$ cat src/rtl/fc8_bus_arbiter_if.sv
// Bundled CPU/DMA request ports and memory-side port of the FC8 memory arbiter.
// The arbiter takes the slave view; requesters and the memory model take the master view.
interface fc8_bus_arbiter_if #(
  parameter int ADDR_W = 16,
  parameter int DATA_W = 8
);
  logic              cpu_req;
  logic              cpu_we;
  logic [ADDR_W-1:0] cpu_addr;
  logic [DATA_W-1:0] cpu_wdata;
  logic              cpu_gnt;
  logic              cpu_rvalid;
  logic [DATA_W-1:0] cpu_rdata;

  logic              dma_req;
  logic              dma_we;
  logic [ADDR_W-1:0] dma_addr;
  logic [DATA_W-1:0] dma_wdata;
  logic              dma_gnt;
  logic              dma_rvalid;
  logic [DATA_W-1:0] dma_rdata;

  logic              mem_en;
  logic              mem_we;
  logic [ADDR_W-1:0] mem_addr;
  logic [DATA_W-1:0] mem_wdata;
  logic [DATA_W-1:0] mem_rdata;
  logic [1:0]        bus_owner;

  modport slave (
    input  cpu_req, cpu_we, cpu_addr, cpu_wdata,
    output cpu_gnt, cpu_rvalid, cpu_rdata,
    input  dma_req, dma_we, dma_addr, dma_wdata,
    output dma_gnt, dma_rvalid, dma_rdata,
    output mem_en, mem_we, mem_addr, mem_wdata, bus_owner,
    input  mem_rdata
  );

  modport master (
    output cpu_req, cpu_we, cpu_addr, cpu_wdata,
    input  cpu_gnt, cpu_rvalid, cpu_rdata,
    output dma_req, dma_we, dma_addr, dma_wdata,
    input  dma_gnt, dma_rvalid, dma_rdata,
    input  mem_en, mem_we, mem_addr, mem_wdata, bus_owner,
    output mem_rdata
  );
endinterface

$ cat src/rtl/fc8_bus_arbiter.sv
// Two-requester memory arbiter: DMA has priority, a burst guard lets a waiting CPU in
// after DMA_BURST_MAX consecutive DMA grants. Memory side registered, reads return 2 cycles after accept.
module fc8_bus_arbiter #(
  parameter int ADDR_W        = 16,
  parameter int DATA_W        = 8,
  parameter int DMA_BURST_MAX = 4
) (
  input  logic               clk,
  input  logic               rst,
  fc8_bus_arbiter_if.slave   bus
);
  localparam int CNT_W = (DMA_BURST_MAX > 0) ? $clog2(DMA_BURST_MAX + 1) : 1;
  localparam logic [1:0] OWN_IDLE = 2'b00;
  localparam logic [1:0] OWN_CPU  = 2'b01;
  localparam logic [1:0] OWN_DMA  = 2'b10;

  logic [CNT_W-1:0]  r_burst_cnt;
  logic              r_mem_en;
  logic              r_mem_we;
  logic [ADDR_W-1:0] r_mem_addr;
  logic [DATA_W-1:0] r_mem_wdata;
  logic [1:0]        r_bus_owner;
  logic [1:0]        r_rd_owner;

  logic              w_guard;
  logic              w_cpu_gnt;
  logic              w_dma_gnt;
  logic [1:0]        w_rvalid;
  logic [DATA_W-1:0] w_rdata [2];

  generate
    if (DMA_BURST_MAX > 0) begin : g_guard
      assign w_guard = (r_burst_cnt == CNT_W'(DMA_BURST_MAX));
    end else begin : g_no_guard
      assign w_guard = 1'b0;
    end
  endgenerate

  assign w_cpu_gnt = bus.cpu_req & (~bus.dma_req | w_guard);
  assign w_dma_gnt = bus.dma_req & ~(bus.cpu_req & w_guard);
  assign bus.cpu_gnt = w_cpu_gnt;
  assign bus.dma_gnt = w_dma_gnt;

  // Counts DMA wins while the CPU is kept waiting; any CPU win restarts the window.
  always_ff @(posedge clk or posedge rst) begin
    if (rst) begin
      r_burst_cnt <= '0;
    end else if (w_cpu_gnt) begin
      r_burst_cnt <= '0;
    end else if (w_dma_gnt && bus.cpu_req && (DMA_BURST_MAX > 0) && !w_guard) begin
      r_burst_cnt <= r_burst_cnt + CNT_W'(1);
    end
  end

  always_ff @(posedge clk or posedge rst) begin
    if (rst) begin
      r_mem_en    <= 1'b0;
      r_mem_we    <= 1'b0;
      r_mem_addr  <= '0;
      r_mem_wdata <= '0;
      r_bus_owner <= OWN_IDLE;
    end else if (w_cpu_gnt) begin
      r_mem_en    <= 1'b1;
      r_mem_we    <= bus.cpu_we;
      r_mem_addr  <= bus.cpu_addr;
      r_mem_wdata <= bus.cpu_wdata;
      r_bus_owner <= OWN_CPU;
    end else if (w_dma_gnt) begin
      r_mem_en    <= 1'b1;
      r_mem_we    <= bus.dma_we;
      r_mem_addr  <= bus.dma_addr;
      r_mem_wdata <= bus.dma_wdata;
      r_bus_owner <= OWN_DMA;
    end else begin
      r_mem_en    <= 1'b0;
      r_mem_we    <= 1'b0;
      r_bus_owner <= OWN_IDLE;
    end
  end

  // Second read-tag stage; the first stage is the access currently on mem_*.
  always_ff @(posedge clk or posedge rst) begin
    if (rst) begin
      r_rd_owner <= OWN_IDLE;
    end else begin
      r_rd_owner <= (r_mem_en && !r_mem_we) ? r_bus_owner : OWN_IDLE;
    end
  end

  genvar gi;
  generate
    for (gi = 0; gi < 2; gi++) begin : g_ret
      localparam logic [1:0] OWN = (gi == 0) ? OWN_CPU : OWN_DMA;
      assign w_rvalid[gi] = (r_rd_owner == OWN);
      assign w_rdata[gi]  = w_rvalid[gi] ? bus.mem_rdata : '0;
    end
  endgenerate

  assign bus.cpu_rvalid = w_rvalid[0];
  assign bus.cpu_rdata  = w_rdata[0];
  assign bus.dma_rvalid = w_rvalid[1];
  assign bus.dma_rdata  = w_rdata[1];

  assign bus.mem_en    = r_mem_en;
  assign bus.mem_we    = r_mem_we;
  assign bus.mem_addr  = r_mem_addr;
  assign bus.mem_wdata = r_mem_wdata;
  assign bus.bus_owner = r_bus_owner;
endmodule

$ cat src/flat_wrapper.sv
// flat-port wrapper written by rule: the top's interface ports become plain ports
module fc8_bus_arbiter_flat 
#(
  parameter int ADDR_W        = 16,
  parameter int DATA_W        = 8,
  parameter int DMA_BURST_MAX = 4
)
  (clk, rst, bus_cpu_req, bus_cpu_we, bus_cpu_addr, bus_cpu_wdata, bus_cpu_gnt, bus_cpu_rvalid, bus_cpu_rdata, bus_dma_req, bus_dma_we, bus_dma_addr, bus_dma_wdata, bus_dma_gnt, bus_dma_rvalid, bus_dma_rdata, bus_mem_en, bus_mem_we, bus_mem_addr, bus_mem_wdata, bus_bus_owner, bus_mem_rdata);
  fc8_bus_arbiter_if #(.ADDR_W(ADDR_W), .DATA_W(DATA_W)) bus_i ();
  input  logic clk;
  input  logic rst;
  input wire logic [$bits(bus_i.cpu_req)-1:0] bus_cpu_req;
  input wire logic [$bits(bus_i.cpu_we)-1:0] bus_cpu_we;
  input wire logic [$bits(bus_i.cpu_addr)-1:0] bus_cpu_addr;
  input wire logic [$bits(bus_i.cpu_wdata)-1:0] bus_cpu_wdata;
  output wire logic [$bits(bus_i.cpu_gnt)-1:0] bus_cpu_gnt;
  output wire logic [$bits(bus_i.cpu_rvalid)-1:0] bus_cpu_rvalid;
  output wire logic [$bits(bus_i.cpu_rdata)-1:0] bus_cpu_rdata;
  input wire logic [$bits(bus_i.dma_req)-1:0] bus_dma_req;
  input wire logic [$bits(bus_i.dma_we)-1:0] bus_dma_we;
  input wire logic [$bits(bus_i.dma_addr)-1:0] bus_dma_addr;
  input wire logic [$bits(bus_i.dma_wdata)-1:0] bus_dma_wdata;
  output wire logic [$bits(bus_i.dma_gnt)-1:0] bus_dma_gnt;
  output wire logic [$bits(bus_i.dma_rvalid)-1:0] bus_dma_rvalid;
  output wire logic [$bits(bus_i.dma_rdata)-1:0] bus_dma_rdata;
  output wire logic [$bits(bus_i.mem_en)-1:0] bus_mem_en;
  output wire logic [$bits(bus_i.mem_we)-1:0] bus_mem_we;
  output wire logic [$bits(bus_i.mem_addr)-1:0] bus_mem_addr;
  output wire logic [$bits(bus_i.mem_wdata)-1:0] bus_mem_wdata;
  output wire logic [$bits(bus_i.bus_owner)-1:0] bus_bus_owner;
  input wire logic [$bits(bus_i.mem_rdata)-1:0] bus_mem_rdata;
  assign bus_i.cpu_req = bus_cpu_req;
  assign bus_i.cpu_we = bus_cpu_we;
  assign bus_i.cpu_addr = bus_cpu_addr;
  assign bus_i.cpu_wdata = bus_cpu_wdata;
  assign bus_cpu_gnt = bus_i.cpu_gnt;
  assign bus_cpu_rvalid = bus_i.cpu_rvalid;
  assign bus_cpu_rdata = bus_i.cpu_rdata;
  assign bus_i.dma_req = bus_dma_req;
  assign bus_i.dma_we = bus_dma_we;
  assign bus_i.dma_addr = bus_dma_addr;
  assign bus_i.dma_wdata = bus_dma_wdata;
  assign bus_dma_gnt = bus_i.dma_gnt;
  assign bus_dma_rvalid = bus_i.dma_rvalid;
  assign bus_dma_rdata = bus_i.dma_rdata;
  assign bus_mem_en = bus_i.mem_en;
  assign bus_mem_we = bus_i.mem_we;
  assign bus_mem_addr = bus_i.mem_addr;
  assign bus_mem_wdata = bus_i.mem_wdata;
  assign bus_bus_owner = bus_i.bus_owner;
  assign bus_i.mem_rdata = bus_mem_rdata;
  fc8_bus_arbiter #(.ADDR_W(ADDR_W), .DATA_W(DATA_W), .DMA_BURST_MAX(DMA_BURST_MAX)) u_core (.clk(clk), .rst(rst), .bus(bus_i));
endmodule
$ cat config.mk
export PLATFORM = sky130hd
export DESIGN_NAME = fc8_bus_arbiter_flat
export DESIGN_NICKNAME = d
export VERILOG_FILES = /design/src/rtl/fc8_bus_arbiter_if.sv /design/src/rtl/fc8_bus_arbiter.sv /design/src/flat_wrapper.sv
export SDC_FILE = /design/constraint.sdc
export NUM_CORES = 1
export LEC_CHECK = 0
export BUFFER_PORTS_ARGS = -buffer_cell sky130_fd_sc_hd__buf_4
export CAP_MARGIN = 20
export CORE_MARGIN = 2
export CORE_UTILIZATION = 44
export CTS_CLUSTER_SIZE = 25
export DETAILED_ROUTE_END_ITERATION = 10
export GPL_TIMING_DRIVEN = 1
export PLACE_DENSITY_LB_ADDON = 0.05
export SLEW_MARGIN = 20
export SYNTH_ARGS = -nofsm -noshare
export SYNTH_HDL_FRONTEND = slang
export SYNTH_SLANG_ARGS = --single-unit
export TNS_END_PERCENT = 20
$ cat constraint.sdc
create_clock -name clk -period 1.8 [get_ports clk]
set_input_delay 0.36 -clock clk [delete_from_list [all_inputs] [get_ports clk]]
set_output_delay 0.36 -clock clk [all_outputs]
set_load 0.01 [all_outputs]
==> summary.md, run 1 <==
| Metric | Value |
|---|---|
| Overall routed net length | 4994 um |
| Longest Clk Path Bufs | 2 |
| Iteration-0 DRC Markers | between 70 and 80 |
| Number of clock sinks | 33 |
| GPL Wtd Cong | about 0.78 |
| Clock Tree Root | clkbuf_8 |
| Synthesis-to-layout area growth | 52.50% |
| Detailed-route vias per instance | ~5.1 |
| Initial cell density of the core | 0.4660 |
| Instance area after placement | 2756 um2 |
| Post-route cell area | 2904 um2 |
| Worst Setup Slack post-DPL | between 0.2 and 0.25 ns |
| Total clock buffers created by CTS | 5 |
| Ys Warns | 0 |
| Buffers added on ports | between 100 and 150 |
| Final setup margin | between 0.1 and 0.15 ns |
| Die Outline Area | 4870 um2 |
| Global-route wire length before repair | 8507 um |
| Detailed-route wire length per cell | about 14 um |
| H-tree depth reported by CTS | 2 |
| Via count of the first global-routing pass | around 1700 |
| Maximum net fanout on the critical path | 5 |
| Highest clock rate | around 600 MHz |
| Outcome | finished clean |
| Total negative slack | 0 ns |
| Nets | ~360 |
| Number of maximum-capacitance violations | 0 |
| Post-Layout Cell Count | roughly 350 |
| Top cell type's share of synthesized area | 0.4336 |
| Worst endpoint required time | ~1.4 ns |
| Area of the core | between 4000 and 5000 um2 |
| Final global-route overflow total | 0 |
| RSZ-0062 raised after global routing | false |
| Via count | 1767 |
| Number of antenna cells inserted | 0 |
| Most frequent standard cell in the layout excluding fill and tap cells | buf_4 |
| Final max-slew violation count | 0 |
| Y dimension of the die | 69.79 um |
| Sort of element at the start of the critical path | register |
| Post-synthesis instance area | 1904 um2 |
| Leakage Power | ~1.4 nW |
| I/O Pins | 110 |
| Critical path type | register to primary output |
| # DRC | 0 |
| Pre-antenna DRT Iters | 4 |
| Number of nets with antenna violations after routing | 0 |
| Leading cell types by total area after synthesis | dfrtp_1, mux2_2, a21oi_2 |
| Most frequent cells in the layout | buf_4, dfrtp_1, inv_1, o22ai_1, mux2_2 |
| Register bit count reported by yosys | 33 |
| Power density over cell area | ~690 nW/um2 |
| Placed Cells incl. Taps | between 300 and 400 |
| Cell Rows | 23 |
| Fill cell count | approximately 320 |
| Portion of the clock cycle consumed by the worst path in the final layout | 0.9437 |
| Path type of the worst min-delay path | primary input to asynchronous set/reset pin |
| Layout cell share with drive strength beyond 1 | 0.6007 |
| Critical path arrival | 1.34 ns |
| Clock edge transition at the registers on the reported setup and hold paths | approximately 0.06 ns |
| Clock tree from TritonCTS | built |
| Clock latency reported for the late side of the worst-skew pair | about 0.28 ns |
| Avg Inst Size Synth | slightly above 10 um2 |
| Cell taking the most area after synthesis | dfrtp_1 |
| Max-Slew Margin vs Limit | 0.7109 |
| Period minus WS final | between 1.5 and 2 ns |
| Transition at the pin with the smallest max-transition slack | 0.4332 ns |
| Gate count of the mapped netlist | 185 |
| IR drop worst, VDD | 0.5216 mV |
| Hold violation total from the final report | 0 |
| Number of antenna violations at the first check in global routing | 0 |
| Worst Clk Skew | around 0.0075 ns |
| Die X-Extent | between 60 and 70 um |
| Post-synthesis sequential area ratio | 0.4336 |
| Post-synthesis net count | 249 |
| Number of setup violations in the final report | 0 |
| Endpoint kind of the worst setup timing path | primary output |
| Largest net degree at the start of global routing | 25 |
| Total routing usage reported by global routing | 0.2168 |
| Worst hold margin | between 0.09 and 0.1 ns |
| Synth unique cells | 22 |
| Post-DP HPWL | ~3900 um |
-- report_power, final --
group	switching, mW	leakage (nW)	total (mW)	internal [mW]
Sequential	0.0416	0.383	0.856	0.814
Combinational	0.254	1.02	0.589	0.335
Clock	0.245	0.0443	0.548	0.303
Total	0.540	1.45	1.99	1.45
-- Yosys cell counts, drive strengths merged --
cell type,number
dfrtp,33
inv,28
a21oi,25
o22ai,25
mux2,24
and2,18
buf,7
clkbuf,7
nand2,3
nand3,3
and3b,2
ha,2
nor2b,2
o21ai,2
a22o,1
mux2i,1
nor3b,1
or2,1
-- through the flow --
stage | power (mW) | util
2_1_floorplan | 1.159 | -
3_3_place_gp | 1.430 | 0.6745
3_5_place_dp | 1.442 | 0.6745
4_1_cts | 2.007 | 0.6996
5_1_grt | 2.116 | 0.7107
6_report | 1.992 | 0.7107
-- worst max-delay path, cell delays in order (launching register included) --
cell and delay, ns:
dfrtp_1 0.39, inv_2 0.09, ha_4 0.17, nand3_4 0.10, and2_4 0.18, buf_4 0.14
-- kinds of logic (layout without fill, tap and decap cells) --
group                      after synthesis  count (layout)  synth area share
AOI/OAI and AO/OA                       53              53            0.1951
buffers and inverters                   42             155            0.1071
DFF                                     33              33            0.4336
and+or+nand+nor                         30              30            0.1038
muxes                                   25              25            0.1472
adders and majority gates                2               2           0.01314
-- layer usage --
metal	track usage	vias to the layer above	share of wire
li1	-	857	-
met1	0.2771	807	0.40
met2	0.3556	99	0.48
met3	0.07267	4	0.11
met4	0.05128	0	0.0072
met5	0	-	0
-- final timing paths --
kind / from / end / slack, ns / depth (start not counted)
max: u_core.r_burst_cnt[0] / bus_dma_gnt / 0.10 / 5
min: rst / u_core.r_burst_cnt[2] / 0.1 / 2
max reg2reg: u_core.r_burst_cnt[0] / u_core.bus.mem_wdata[3] / 0.32 / 7
min reg2reg: u_core.bus.mem_en / u_core.r_rd_owner[1] / 0.53 / 1
max in group asynchronous: rst / u_core.bus.mem_addr[6] / 1.24 / 3
min in group clk: bus_cpu_we / u_core.bus.mem_we / 0.31 / 2
-- timing repair --
action	CTS	global route
hold buffers	0	0
pin swaps	1	1
buffers inserted	0	5
endpoints found under the setup margin	2	18
gates resized for setup	4	4
-- state kept, by name (all words and copies together), names as in the netlist --
| name | flops |
|---|---|
| u_core.bus.mem_wdata | 8 |
| u_core.bus.mem_en | 1 |
| u_core.r_burst_cnt | 3 |
| u_core.bus.bus_owner | 2 |
| u_core.bus.mem_we | 1 |
| u_core.bus.mem_addr | 16 |
| u_core.r_rd_owner | 2 |
-- cell type report --
cell class	count	area, um2	share of cell area
timing repair buffer	120	925.9	0.3188
multi-input combinational	110	898.4	0.3093
sequential	33	825.8	0.2844
inverter	28	105.1	0.03619
clock buffer	7	86.33	0.02973
tap	50	62.56	0.02154
(Power assumes the default switching activity.)
==> run 2, diff against run 1 <==
- PLACE_DENSITY: not set -> 0.8
- PLACE_DENSITY_LB_ADDON: 0.05 -> not set
==> run 2 against run 1 <==
Against the previous run: core utilization shrank 1.0 points; largest cell class is now multi-input gates; via count shrank 0.79%; clock power grew 10%; critical path depth is the same; sequential power is essentially flat; global-route usage shrank 0.68 points; first-iteration DRC count shrank 2.7%; non-clock buffer count shrank 4; count of clock-buffer cells in the layout is the same; flip-flop and latch count is the same.
==> summary.md, run 2 (synthesis gave the netlist of run 1 again) <==
| Metric | Value |
|---|---|
| Power density over cell area | 711.2 nW/um2 (+3.7%) |
| Portion of the clock cycle consumed by the worst path in the final layout | 0.9441 (about the same) |
| Post-DP HPWL | 3647 um (-5.6%) |
| Via count of the first global-routing pass | 1732 (+0.35%) |
| Pre-antenna DRT Iters | 4 (unchanged) |
| Max-Slew Margin vs Limit | 0.7217 (+0.01079) |
| Clock edge transition at the registers on the reported setup and hold paths | 0.06 ns (about the same) |
| Most frequent cells in the layout | buf_4, dfrtp_1, inv_1, o22ai_1, mux2_2 |
| Final global-route overflow total | 0 (unchanged) |
| Die Outline Area | 4870 um2 (unchanged) |
| Highest clock rate | 588.5 MHz (about the same) |
| Period minus WS final | 1.699 ns (+0.0006300 ns) |
| Iteration-0 DRC Markers | 71 (-2.7%) |
| Critical path type | register to primary output |
| Hold violation total from the final report | 0 (unchanged) |
| Reg2reg setup slack | 0.45 ns (+0.13 ns) |
| Die X-Extent | 69.79 um (unchanged) |
| Most frequent standard cell in the layout excluding fill and tap cells | buf_4 |
| Buffers added on ports | 109 (unchanged) |
| Total routing usage reported by global routing | 0.2100 (-0.006777) |
| Reg2reg start | u_core.r_burst_cnt[0] |
| Total clock buffers created by CTS | 5 (unchanged) |
| Cell Rows | 23 (unchanged) |
| Endpoint of the worst register-to-register path | u_core.bus.mem_addr[13] |
| Fill cell count | 334 (+3.4%) |
| Final max-slew violation count | 0 (unchanged) |
| Launching instance or port of the critical path | u_core.r_burst_cnt[0] |
| Endpoint kind of the worst setup timing path | primary output |
| Nets | 358 (-1.1%) |
| # DRC | 0 (unchanged) |
| Y dimension of the die | 69.79 um (unchanged) |
| Longest Clk Path Bufs | 2 (unchanged) |
| Detailed-route wire length per cell | 14.24 um (-0.79%) |
| Leakage Power | 1.430 nW (-1.2%) |
| Total negative slack | 0 ns (unchanged) |
| IR drop worst, VDD | 0.5128 mV (-1.7%) |
| Area of the core | 4086 um2 (unchanged) |
| Detailed-route vias per instance | 5.081 (about the same) |
| Number of setup violations in the final report | 0 (unchanged) |
| Number of antenna violations at the first check in global routing | 0 (unchanged) |
| Number of maximum-capacitance violations | 0 (unchanged) |
| GPL Wtd Cong | 0.7406 (-5.0%) |
| Clock latency reported for the late side of the worst-skew pair | 0.28 ns (about the same) |
| Layout cell share with drive strength beyond 1 | 0.5966 (-0.004061) |
| Outcome | finished clean |
| Critical path arrival | 1.34 ns (about the same) |
| Max FFs per register | 16 (unchanged) |
| Number of nets with antenna violations after routing | 0 (unchanged) |
| Worst endpoint required time | 1.44 ns (about the same) |
| Via count | 1753 (-0.79%) |
| Sort of element at the start of the critical path | register |
| I/O Pins | 110 (unchanged) |
| Pwr Total | 2.035 mW (+2.1%) |
| RSZ-0062 raised after global routing | false |
| Transition at the pin with the smallest max-transition slack | 0.4175 ns (-0.01571 ns) |
| Largest net degree at the start of global routing | 34 (+36%) |
| Number of antenna cells inserted | 0 (unchanged) |
| Path type of the worst min-delay path | primary input to asynchronous set/reset pin |
| Worst Clk Skew | 0.003634 ns (-0.003885 ns) |
| Global-route wire length before repair | 8183 um (-3.8%) |
| Reg2Reg Depth | 6 (-1) |
| Overall routed net length | 4912 um (-1.6%) |
| Maximum net fanout on the critical path | 8 (+3) |
| Clock Tree Root | clkbuf_8 |
| Worst setup path endpoint | bus_dma_gnt |
| Clock tree from TritonCTS | built |
| Initial cell density of the core | 0.4660 (unchanged) |
| Synthesis-to-layout area growth | 50.26% |
| H-tree depth reported by CTS | 2 (unchanged) |
| Number of clock sinks | 33 (unchanged) |
## run 2: cell types whose count changed in the layout (fill, tap and decap cells not counted), sizes merged
cell    previous run  this run
buf              120       116
clkinv             0         1
## run 2: through the flow
step                        util  hold WS, ns  worst slack, ns  area [um2]  std cells
after floorplan                -       0.4842           0.2333        1904        185
after global placement    0.6684       0.4832           0.2567        2731        336
after detailed placement  0.6684       0.4865           0.2263        2731        336
after CTS                 0.6947       0.1860         0.007791        2839        344
after global routing      0.7002       0.2075         0.005479        2861        345
final                     0.7002       0.1748           0.1007        2861        345
## run 2: area by class of cell
| cell class | instances | area (um2) | share of cell area |
|---|---|---|---|
| multi-input combinational | 110 | 895.9 | 0.3131 |
| clock buffer | 7 | 96.34 | 0.03367 |
| sequential | 33 | 825.8 | 0.2886 |
| clock inverter | 1 | 5.005 | 0.001749 |
| timing repair buffer | 116 | 870.8 | 0.3043 |
| inverter | 28 | 105.1 | 0.03673 |
| tap | 50 | 62.56 | 0.02186 |
## run 2: how the worst min path moves through the flow
stage | startpoint | cells past startpoint | endpoint | slack, ns
2_1_floorplan | bus_dma_addr[0] | 2 | u_core.bus.mem_addr[0] | 0.48
3_3_place_gp | rst | 3 | u_core.bus.mem_addr[9] | 0.48
3_5_place_dp | rst | 3 | u_core.bus.mem_addr[12] | 0.49
4_1_cts | rst | 3 | u_core.bus.mem_addr[7] | 0.19
5_1_grt | rst | 3 | u_core.bus.mem_addr[11] | 0.21
6_report | rst | 3 | u_core.bus.mem_addr[12] | 0.17
## run 2: what timing repair did
item | CTS | global route
buffers inserted | 0 | 1
resized for setup | 2 | 5
hold buffers | 0 | 0
setup endpoints to repair | 1 | 16
pin swaps | 0 | 1
## run 2: report_power, final
group          total (mW)  internal [mW]  switching [mW]  leakage [nW]
Combinational       0.575          0.326           0.250         0.993
Clock               0.605          0.345           0.259        0.0542
Sequential          0.855          0.814          0.0408         0.383
## run 2: critical path: stages, from the launching register on
cell	delay, ns
dfrtp_1	0.39
inv_2	0.09
ha_4	0.16
nand3_4	0.07
and2_4	0.20
buf_4	0.15
## run 2: layer usage
layer | part of all wire | track usage | wire length (um)
met5 | 0 | 0 | 0
met4 | 0.012 | 0.08333 | 61
met3 | 0.083 | 0.06686 | 406
met2 | 0.51 | 0.3460 | 2493
met1 | 0.40 | 0.2549 | 1951
==> run 3, diff against run 2 <==
- PLACE_DENSITY: 0.8 -> 0.9
==> run 3 against run 2 <==
Against the previous run: cell count decreased by 0.29%; count of clock-buffer cells in the layout unchanged; sequential power about the same; via count increased by 0.74%; critical path type unchanged; cell area decreased by 0.52%; total power decreased by 1.8%; routed wire length increased by 6.0%; register-to-register slack got worse by 0.03 ns; non-clock buffer count unchanged; combinational power increased by 2%; largest power group unchanged; highest routed layer unchanged.
==> summary.md, run 3 (synthesis gave the netlist of run 1 again) <==
| Metric | Value |
|---|---|
| Outcome | finished clean |
| Y dimension of the die | 69.79 um (unchanged) |
| Critical path type | register to primary output |
| Power density over cell area | 701.8 nW/um2 (-1.3%) |
| Worst Clk Skew | 0.008829 ns (+0.005195 ns) |
| Nets | 358 (unchanged) |
| Total clock buffers created by CTS | 5 (unchanged) |
| Total routing usage reported by global routing | 0.2168 (+0.006802) |
| Iteration-0 DRC Markers | 85 (+20%) |
| Hold_buf cts | 0 (unchanged) |
| Synthesis-to-layout area growth | 49.47% |
| Initial cell density of the core | 0.4660 (unchanged) |
| Portion of the clock cycle consumed by the worst path in the final layout | 0.9734 (+0.02934) |
| Via count of the first global-routing pass | 1833 (+5.8%) |
| Clock latency reported for the late side of the worst-skew pair | 0.29 ns (about the same) |
| Most frequent standard cell in the layout excluding fill and tap cells | buf_4 |
| Most frequent cells in the layout | buf_4, dfrtp_1, inv_1, o22ai_1, mux2_2 |
| Sort of element at the start of the critical path | register |
| Transition at the pin with the smallest max-transition slack | 0.4237 ns (+0.006242 ns) |
| Post-route cell area | 2846 um2 (-0.52%) |
| Number of clock sinks | 33 (unchanged) |
| Longest Clk Path Bufs | 2 (unchanged) |
| Overall routed net length | 5205 um (+6.0%) |
| IR drop worst, VDD | 0.5159 mV (+0.60%) |
| Global-route wire length before repair | 8293 um (+1.3%) |
| Detailed-route vias per instance | 5.134 (+1.0%) |
| Highest clock rate | 570.7 MHz (-3.0%) |
| Fill cell count | 300 (-10%) |
| Reg2Reg Depth | 6 (unchanged) |
| Clock Tree Root | clkbuf_8 |
| Final setup margin | 0.04785 ns (-0.05282 ns) |
| # DRC | 0 (unchanged) |
| Layout cell share with drive strength beyond 1 | 0.5918 (-0.004773) |
| Clock tree from TritonCTS | built |
| Total negative slack | 0 ns (unchanged) |
| I/O Pins | 110 (unchanged) |
| Area of the core | 4086 um2 (unchanged) |
| Number of nets with antenna violations after routing | 0 (unchanged) |
| Endpoint kind of the worst setup timing path | primary output |
| Path type of the worst min-delay path | primary input to asynchronous set/reset pin |
| RSZ-0062 raised after global routing | true |
| Worst endpoint required time | 1.44 ns (about the same) |
| Buffers added on ports | 109 (unchanged) |
| Number of maximum-capacitance violations | 0 (unchanged) |
| Maximum net fanout on the critical path | 11 (+3) |
| Via count | 1766 (+0.74%) |
| GPL Wtd Cong | 0.7538 (+1.8%) |
| Instance area after placement | 2739 um2 (+0.27%) |
| Detailed-route wire length per cell | 15.13 um (+6.3%) |
| Leakage Power | 1.420 nW (-0.72%) |
| Number of antenna violations at the first check in global routing | 0 (unchanged) |
| Clock edge transition at the registers on the reported setup and hold paths | 0.07 ns (about the same) |
| Post-DP HPWL | 3940 um (+8.0%) |
| Final global-route overflow total | 0 (unchanged) |
| Number of antenna cells inserted | 0 (unchanged) |
| Largest net degree at the start of global routing | 34 (unchanged) |
| Period minus WS final | 1.752 ns (+0.05282 ns) |
| Die Outline Area | 4870 um2 (unchanged) |
| Number of setup violations in the final report | 0 (unchanged) |
| Final max-slew violation count | 0 (unchanged) |
| Worst Setup Slack post-DPL | 0.1647 ns (-0.06157 ns) |
| Die X-Extent | 69.79 um (unchanged) |
| Pre-antenna DRT Iters | 4 (unchanged) |
| Max FFs per register | 16 (unchanged) |
| Cell Rows | 23 (unchanged) |
| H-tree depth reported by CTS | 2 (unchanged) |
| Max-Slew Margin vs Limit | 0.7175 (-0.004162) |
| Critical path arrival | 1.39 ns (+0.05 ns) |
| Hold violation total from the final report | 0 (unchanged) |
[run 3: changes by cell type in the layout (fill, tap and decap cells not counted)]
cell      change
clkbuf_8      -1
clkinv_2      -1
clkbuf_1      +1
[run 3: worst max-delay path, stage by stage, from the launching register on]
cell and delay (ns):
dfrtp_1 0.40, inv_2 0.09, ha_4 0.16, nand3_4 0.07
and2_4 0.22, buf_4 0.16
[run 3: repair_timing]
action / in CTS / in global routing
gates resized for setup: 4 / 3
buffers inserted: 0 / 0
pin swaps: 1 / 1
setup endpoints to repair: 2 / 12
[run 3: final timing paths]
| path | startpoint | to | slack [ns] |
|---|---|---|---|
| hold / removal | rst | u_core.bus.mem_wdata[6] | 0.16 |
| hold reg to reg | u_core.bus.bus_owner[1] | u_core.r_rd_owner[1] | 0.53 |
| setup reg to reg | u_core.r_burst_cnt[0] | u_core.bus.mem_addr[0] | 0.42 |
| max in group asynchronous | rst | u_core.bus.mem_addr[15] | 1.32 |
| min in group clk | bus_dma_addr[1] | u_core.bus.mem_addr[1] | 0.31 |
| setup / recovery | u_core.r_burst_cnt[0] | bus_dma_gnt | 0.05 |
[run 3: layer usage]
metal  vias up  track usage  part of all wire
met3        12      0.07558             0.083
met5         -            0                 0
li1        848            -                 -
met1       821       0.2393              0.37
met4         0      0.08761             0.029
met2        85       0.3788              0.52
[run 3: final cells by class]
| type | instances | area [um2] | area share |
|---|---|---|---|
| timing repair buffer | 116 | 870.8 | 0.3059 |
| clock buffer | 7 | 86.33 | 0.03033 |
| tap | 50 | 62.56 | 0.02198 |
| multi-input combinational | 110 | 895.9 | 0.3147 |
| sequential | 33 | 825.8 | 0.2901 |
| inverter | 28 | 105.1 | 0.03692 |
[run 3: stage by stage]
step                std cells  power [mW]  hold slack, ns  utilization
finish                    344       1.998          0.1642       0.6966
global route              344       2.107          0.1982       0.6966
CTS                       344       2.010          0.1896       0.6953
detailed placement        337       1.444          0.4964       0.6702
global placement          337       1.418          0.4786       0.6702
floorplan                 185       1.159          0.4842            -
[run 3: report_power, final]
| group | total, mW | internal, mW | switching (mW) |
|---|---|---|---|
| clock network | 0.557 | 0.303 | 0.254 |
| logic | 0.584 | 0.328 | 0.257 |
| registers | 0.857 | 0.814 | 0.0421 |
| total | 2.00 | 1.44 | 0.553 |
